## src/rtl/relu_ctrl_pkg.sv

```systemverilog
// Shared FSM encoding and helper functions for the burst-granular ReLU arbiter.
package relu_ctrl_pkg;

  typedef enum logic {
    ST_IDLE   = 1'b0,
    ST_STREAM = 1'b1
  } state_t;

  localparam int MAX_REQ = 32;

  // Callers sign-extend into int and truncate the result back to their own width.
  function automatic int relu_f(input int x);
    return (x > 0) ? x : 0;
  endfunction

  // Round-robin pick: first valid above last, otherwise wrap to the lowest valid.
  function automatic int rr_pick(input logic [MAX_REQ-1:0] valid, input int last);
    logic [MAX_REQ-1:0] upper;
    int                 pick;
    logic               found;
    upper = valid & ~((MAX_REQ'(2) << last) - MAX_REQ'(1));
    pick  = 0;
    found = 1'b0;
    for (int i = 0; i < MAX_REQ; i++) begin
      if (!found && upper[i]) begin
        pick  = i;
        found = 1'b1;
      end
    end
    for (int i = 0; i < MAX_REQ; i++) begin
      if (!found && valid[i]) begin
        pick  = i;
        found = 1'b1;
      end
    end
    return pick;
  endfunction

endpackage

```

## src/rtl/relu_stage.sv

```systemverilog
// Registered ReLU output stage: loads a new tagged beat on load, drains on out_ready.
module relu_stage
  import relu_ctrl_pkg::*;
#(
  parameter int DATA_W = 8,
  parameter int ID_W   = 2
) (
  input  logic              clk,
  input  logic              reset_n,
  input  logic              load,
  input  logic              out_ready,
  input  logic [DATA_W-1:0] in_data,
  input  logic [ID_W-1:0]   in_id,
  input  logic              in_last,
  output logic              out_valid,
  output logic [DATA_W-1:0] out_data,
  output logic [ID_W-1:0]   out_id,
  output logic              out_last
);

  logic signed [DATA_W-1:0] x_s;
  logic        [DATA_W-1:0] y_next;

  assign x_s    = in_data;
  assign y_next = DATA_W'(relu_f(int'(x_s)));

  always_ff @(posedge clk or negedge reset_n) begin
    if (!reset_n) begin
      out_valid <= 1'b0;
      out_data  <= '0;
      out_id    <= '0;
      out_last  <= 1'b0;
    end else if (load) begin
      out_valid <= 1'b1;
      out_data  <= y_next;
      out_id    <= in_id;
      out_last  <= in_last;
    end else if (out_ready) begin
      out_valid <= 1'b0;
    end
  end

endmodule

```

## src/rtl/relu_burst_arbiter.sv

```systemverilog
// Round-robin, burst-locked arbiter feeding one registered ReLU stage.
module relu_burst_arbiter
  import relu_ctrl_pkg::*;
#(
  parameter int NUM_REQ   = 4,
  parameter int DATA_W    = 8,
  parameter int BURST_LEN = 4,
  parameter int ID_W      = $clog2(NUM_REQ)
) (
  input  logic                      clk,
  input  logic                      reset_n,
  input  logic [NUM_REQ-1:0]        req_valid,
  input  logic [NUM_REQ*DATA_W-1:0] req_data,
  output logic [NUM_REQ-1:0]        req_ready,
  output logic                      out_valid,
  input  logic                      out_ready,
  output logic [DATA_W-1:0]         out_data,
  output logic [ID_W-1:0]           out_id,
  output logic                      out_last,
  output logic                      busy
);

  localparam int CNT_W = (BURST_LEN > 1) ? $clog2(BURST_LEN) : 1;

  state_t            state_reg, state_next;
  logic [ID_W-1:0]   grant_reg, grant_next;
  logic [ID_W-1:0]   last_grant_reg, last_grant_next;
  logic [CNT_W-1:0]  beat_cnt_reg, beat_cnt_next;
  logic              out_en;
  logic              load;
  logic              load_last;
  logic [DATA_W-1:0] sel_data;

  assign out_en   = !out_valid || out_ready;
  assign sel_data = req_data[grant_reg*DATA_W +: DATA_W];

  always_ff @(posedge clk or negedge reset_n) begin
    if (!reset_n) begin
      state_reg      <= ST_IDLE;
      grant_reg      <= '0;
      last_grant_reg <= ID_W'(NUM_REQ - 1);
      beat_cnt_reg   <= '0;
    end else begin
      state_reg      <= state_next;
      grant_reg      <= grant_next;
      last_grant_reg <= last_grant_next;
      beat_cnt_reg   <= beat_cnt_next;
    end
  end

  always_comb begin
    state_next      = state_reg;
    grant_next      = grant_reg;
    last_grant_next = last_grant_reg;
    beat_cnt_next   = beat_cnt_reg;
    req_ready       = '0;
    load            = 1'b0;
    load_last       = 1'b0;
    busy            = 1'b0;
    case (state_reg)
      ST_IDLE: begin
        if (|req_valid) begin
          grant_next    = ID_W'(rr_pick(MAX_REQ'(req_valid), int'(last_grant_reg)));
          beat_cnt_next = '0;
          state_next    = ST_STREAM;
        end
      end
      ST_STREAM: begin
        busy                 = 1'b1;
        req_ready[grant_reg] = out_en;
        load_last            = (beat_cnt_reg == CNT_W'(BURST_LEN - 1));
        // Grant stays locked until the final beat transfers, even if valid drops.
        if (req_valid[grant_reg] && out_en) begin
          load = 1'b1;
          if (load_last) begin
            last_grant_next = grant_reg;
            beat_cnt_next   = '0;
            state_next      = ST_IDLE;
          end else begin
            beat_cnt_next = beat_cnt_reg + CNT_W'(1);
          end
        end
      end
      default: state_next = ST_IDLE;
    endcase
  end

  relu_stage #(
    .DATA_W (DATA_W),
    .ID_W   (ID_W)
  ) u_stage (
    .clk       (clk),
    .reset_n   (reset_n),
    .load      (load),
    .out_ready (out_ready),
    .in_data   (sel_data),
    .in_id     (grant_reg),
    .in_last   (load_last),
    .out_valid (out_valid),
    .out_data  (out_data),
    .out_id    (out_id),
    .out_last  (out_last)
  );

endmodule

```

## config.mk

```make
export PLATFORM = sky130hd
export DESIGN_NAME = relu_burst_arbiter
export DESIGN_NICKNAME = d
export VERILOG_FILES = /design/src/rtl/relu_ctrl_pkg.sv /design/src/rtl/relu_stage.sv /design/src/rtl/relu_burst_arbiter.sv
export SDC_FILE = /design/constraint.sdc
export NUM_CORES = 1
export LEC_CHECK = 0
export CAP_MARGIN = 20
export CORE_MARGIN = 2
export CORE_UTILIZATION = 35
export DETAILED_ROUTE_END_ITERATION = 10
export PLACE_DENSITY = 0.81
export SLEW_MARGIN = 20
export SYNTH_ARGS = -nofsm -noshare
export SYNTH_HDL_FRONTEND = slang
export SYNTH_SLANG_ARGS = --single-unit
```

## constraint.sdc

```tcl
create_clock -name clk -period 2.4 [get_ports clk]
set_clock_uncertainty 0.15 [all_clocks]
set_input_delay 0.24 -clock clk [delete_from_list [all_inputs] [get_ports clk]]
set_output_delay 0.24 -clock clk [all_outputs]
set_load 0.02 [all_outputs]
```

; ---- After elaboration in Yosys (flattened, before gate mapping)
; Index checks and enable logic that the tools add are counted.
[classes]
add_sub_neg = 2
magnitude_cmp = 3
n_eq_ne = 3
n_shift = 2
n_mux = 160
n_bitwise = 4
n_reduce_logical = 79
[ops]
columns = operator, count
row1 = $mux W1, 117
row2 = $mux W2, 37
row3 = $logic_and A1 B1 Y1, 37
row4 = $logic_not A1 Y1, 36
row5 = $and A4 B32 Y32, 1
row6 = $not A32 Y32, 1
row7 = $shiftx A32 B6 Y8, 1
row8 = $shl A2 B2 Y32 const A, 1
row9 = $sub A32 B1 Y32 const B, 1
row10 = $gt A8 B1 Y1 const B, 1
row11 = $mux W8, 1
row12 = $and A4 B4 Y4, 1
row13 = $mux W4, 1
row14 = $pmux W2 S2, 1
row15 = $reduce_and A2 Y1, 2
row16 = $reduce_or A4 Y1, 1
row17 = $lt A2 B3 Y1 const B, 1
row18 = $reduce_and A3 Y1, 1
row19 = $add A2 B1 Y2 const B, 1
row20 = $bmux W1 S2, 1
row21 = $demux W1 S2, 1
row22 = $eq A2 B2 Y1 const B, 1
row23 = $ge A2 B1 Y1 const B, 1
row24 = $ne A2 B1 Y1 const B, 1
row25 = 5 further kinds, 5
[totals]
reg_bits = 19
input_bits = 39
out_inout_bits = 17

; ---- Logic depth before layout (Yosys ltp)
[logic_depth]
word_depth = 180
depth_mapped = 6
depth_no_buf = 4

; ---- By module
; From an unflattened synthesis, not the netlist that was laid out.
[unflattened]
cells_unflattened = 101
area_unflattened_um2 = 1233.7
[by_module_without_submodules]
columns = mod, n_inst, cells_per_inst, area_each_um2, seq_area_each_um2
row1 = relu_burst_arbiter, 1, 60, 674.4, 177.7
row2 = relu_stage, 1, 41, 559.3, 300.3

; ---- Worst setup path before layout
; No wires, ideal clock.
[synth_path]
kind = register to output
startpoint = reg grant_reg[1]
endpoint = out req_ready[2]
t_arrival_ps = 1374
required_time_ps = 2010
setup_slack_ps = 636
stages_incl_launch_ff = 4
path_cell_list = dfrtp_1 clkbuf_1 inv_1 nor3_1
[synth_between]
elab_chain_len = 6
word_cells_on_any_way = 7
[synth_lines]
columns = element, line
row1 = start: declaration, relu_burst_arbiter.sv:26  ; logic [ID_W-1:0] grant_reg, grant_next;
row2 = start signal: assignment, relu_burst_arbiter.sv:45  ; grant_reg <= grant_next;
row3 = $lt A2 B3 Y1 (not written as such) / $ge A2 B1 Y1 (equally long branches), relu_burst_arbiter.sv:70  ; req_ready[grant_reg] = out_en;
row4 = $logic_and A1 B1 Y1 (not written as such), relu_burst_arbiter.sv:70
row5 = $mux W1 (not written as such), relu_burst_arbiter.sv:70
row6 = $demux W1 S2 (*), relu_burst_arbiter.sv:70
row7 = $and A4 B4 Y4 (no source line) (*), n/a
row8 = $mux W4 (*), relu_burst_arbiter.sv:60  ; case (state_reg)
row9 = end: declaration, relu_burst_arbiter.sv:14  ; output logic [NUM_REQ-1:0] req_ready,
; Mark *: on every way between the ends. The rest lies on a longest branch, timed or not.

; ---- Worst setup path in the final report
[layout_path]
startpoint = in out_ready
endpoint = out req_ready[2]
[layout_between]
elab_chain_len = 3
[layout_lines]
columns = element, line
row1 = start: declaration, relu_burst_arbiter.sv:16  ; input logic out_ready,
row2 = $logic_or A1 B1 Y1, relu_burst_arbiter.sv:34  ; assign out_en = !out_valid || out_ready;
row3 = $and A4 B4 Y4 (no source line), n/a
row4 = $mux W4, relu_burst_arbiter.sv:60
; Every way passes these cells.

==> metrics.md <==
| Metric | Value |
|---|---|
| Clock latency at the later pin of the worst-skew pair | `between 200 and 300 ps` |
| Power density of the placed cells | `1020 mW/mm2` |
| Top cell by count, worst path | `sky130_fd_sc_hd__clkdlybuf4s50_1` |
| Iteration-0 DRC Markers | `28` |
| Final clock period utilization by the worst path | `93.4%` |
| Count of state elements after synthesis | `19` |
| Aggregate global-route resource usage | `17.6%` |
| Tightest slew margin relative to the limit | `71.3%` |
| Max H-tree Level | `1` |
| Antenna violations before repair | `0` |
| Vias per cell | `5.25` |
| Sequential share of power | `33.3%` |
| Flip-flop count of the largest register after layout | `8` |
| Timing-limited maximum frequency | `446 MHz` |
| Sort of element at the end of the critical path | `output pin` |
| Buffer levels on the longest clock path | `2` |
| Switching share of total power | `40.1%` |
| Result of the run | `finished clean` |
| First-pass GRT wire length | `4660 um` |
| Leading register cell type out of synthesis | `sky130_fd_sc_hd__dfrtp_1` |
| Data required time at the worst endpoint | `2010 ps` |
| Total area of multi-input combinational cells | `532 um2` |
| Core region area | `between 0.002 and 0.003 mm2` |
| Critical setup path kind | `primary input to output pin` |
| Total of fill cells in the finished design | `250` |
| Syn Std Cell Area | `between 0.001 and 0.0015 mm2` |
| Number of remaining DRC errors | `0` |
| CTS tree | `yes` |
| Timing startpoint of the critical path | `out_ready` |
| Most common cell after layout, fill and taps aside | `sky130_fd_sc_hd__clkdlybuf4s50_1` |
| Number of detailed-routing iterations run before antenna repair | `4` |
| Worst path arrival time | `around 1900 ps` |
| CTS Hold Bufs | `0` |
| Post-synth ARST share | `100%` |
| Clock share of power | `9.2%` |
| Peak VDD IR | `0.000552 V` |
| Worst-case setup margin in the final layout | `158 ps` |
| DP Area | `0.00167 mm2` |
| Register bank with the most flops | `u_stage.out_data` |
| Initial core utilization | `36.1%` |
| CP Cell Sequence | `clkdlybuf4s50_1 -> nand2b_1 -> nand2_1 -> nor3_1 -> clkdlybuf4s50_1` |
| # rows | `20` |
| Global routing usage on met3 | `5.24%` |
| Wire length after detailed routing | `2860 um` |
| Leakage power | `about 0.00073 uW` |
| Slowest-stage cell, CP | `sky130_fd_sc_hd__clkdlybuf4s50_1` |
| Area taken by flip-flops and latches | `478 um2` |
| Remaining global-route overflow | `0` |
| Vias in the first global route | `between 1,000 and 1,500` |
| Combinational Power Share | `a little under three fifths` |
| Final hold violations | `0` |
| Post CTS Setup Buffer Count | `0` |
| Switching power summed over all nets | `691 uW` |
| Clock buffers created by TritonCTS | `3` |
| I/O pin total | `between 50 and 60` |
| Post-CTS sizing | `0` |
| Biggest fanout along the worst timing path | `5` |
| Number of antenna repair diodes | `0` |
| Global routing met2 resource utilization | `between 20% and 30%` |
| Port Buffers | `55` |
| Met1 layer usage reported by global route | `22.7%` |
| Sequential element share of the synthesized area | `44.4%` |
| Die boundary width | `59.4 um` |
| Total die area | `between 0.003 and 0.004 mm2` |
| Count of clock tree sinks | `19` |
| Least-Margin Pin Slew | `around 430 ps` |
| Post-synthesis cell count | `approximately 100` |
| Floorplan die height | `59.4 um` |
| Logic depth of the worst register-to-register path | `4` |
| Wire per inst | `about 15 um` |
| Post-Layout Inst Area | `0.00170 mm2` |
| Minimum hold slack | `117 ps` |
| Routed Antenna Nets | `0` |
| Cell variety after synth | `28` |
| Min-delay worst type | `primary input to asynchronous set/reset pin` |
| Slowest stage delay, CP | `between 600 and 700 ps` |
| Fin Setup TNS | `0 ps` |
| Pre-CTS worst setup slack | `168 ps` |
| Max cap viols | `0` |
| Fraction of final layout cells with drive strength greater than 1 | `14.4%` |
| Root Buffer | `sky130_fd_sc_hd__clkbuf_4` |
| Mean Syn Cell Area | `between 10 and 15 um2` |
| Vias | `around 1,000` |
| Startpoint types | `primary input` |
| End-of-flow core utilization | `57.0%` |
| Clock period minus final worst setup slack | `between 2000 and 2500 ps` |
| Launch instance of the worst register-to-register path | `grant_reg[0]` |
| Final weighted congestion in routability-driven placement | `slightly below 0.8` |
| Pin count of the biggest net entering global routing | `20` |
| Top Usage Layer GRT | `met2` |
| Final setup violation count | `0` |
| Internal power summed over all cells | `1030 uW` |
| Number of enable-type register cells in the synthesized netlist | `0` |
| Clock transition at the register clock pins on the worst setup and hold paths after CTS | `between 100 and 150 ps` |
| Number of pins exceeding their max-slew limit in the final report | `0` |
| RSZ-0062 raised after global routing | `false` |
| Area growth, synth to finish | `57.7%` |
| DP Wirelength | `2360 um` |
| Fin nets | `201` |
| Warning count from the yosys run | `0` |
| Leading cell types in the layout, fill and taps excluded | `sky130_fd_sc_hd__clkdlybuf4s50_1 (55), sky130_fd_sc_hd__nand2_1 (17), sky130_fd_sc_hd__dfrtp_1 (17)` |
| Syn_nets | `143` |
## final cells by class
class / instances / share of cell area (%)
clock buffers: 3 / 1.33
clock inverters: 1 / 0.295
inverters: 12 / 2.65
multi-input cells: 67 / 31.3
flip-flops and latches: 19 / 28.2
well taps: 33 / 2.43
repair buffers: 58 / 33.8
## path summary, 6_finish.rpt
kind	end	slack, ps
min in group clk	u_stage.out_data[3]	350
max in group asynchronous	last_grant_reg[1]	1720
worst min-delay path	u_stage.out_data[0]	120
worst max-delay path	req_ready[2]	160
worst max register to register	u_stage.out_data[6]	570
worst min register to register	u_stage.out_data[3]	350
## cells in the mapped netlist, types with 3 or more instances
master                      n  area, um2
sky130_fd_sc_hd__mux4_2     9        203
sky130_fd_sc_hd__clkbuf_1   3       11.3
sky130_fd_sc_hd__nand3_1    3       15.0
sky130_fd_sc_hd__o21ai_1    7       35.0
sky130_fd_sc_hd__nand2_1   17       63.8
sky130_fd_sc_hd__nor2_1     3       11.3
sky130_fd_sc_hd__inv_1     12       45.0
sky130_fd_sc_hd__dfrtp_1   17        425
sky130_fd_sc_hd__o21ai_0    6       30.0
## power by group through the flow
stage                     Clock (uW)  Combinational (uW)  Sequential, uW
after floorplan                    0                 567             623
after global placement             0                 963             574
after detailed placement           0                 998             583
after CTS                        166                 999             577
after global routing             179                1080             600
final                            159                 990             575
## worst max-delay path: cells and delay by family
family	cells	cell delay (ps)
buf+inv	2	1070
simple gates	3	540
## per-stage QoR
stage / cells / power [uW]
after floorplan: 103 / 1190
after global placement: 189 / 1540
after detailed placement: 189 / 1580
after CTS: 193 / 1740
after global routing: 193 / 1860
final: 193 / 1720
## routing by layer
metal  share of wire [%]  wire length [um]
met1                  40              1140
met2                  49              1390
met3                  10               296
met4                0.91                26
met5                   0                 0
## cells by family after synthesis
family	share of synthesized area [%]
buf+inv	6.16
mux	21.7
simple gates	15.2
flops	44.4
compound gates	11.3
fa+ha+maj	1.16
(Power assumes the default switching activity.)
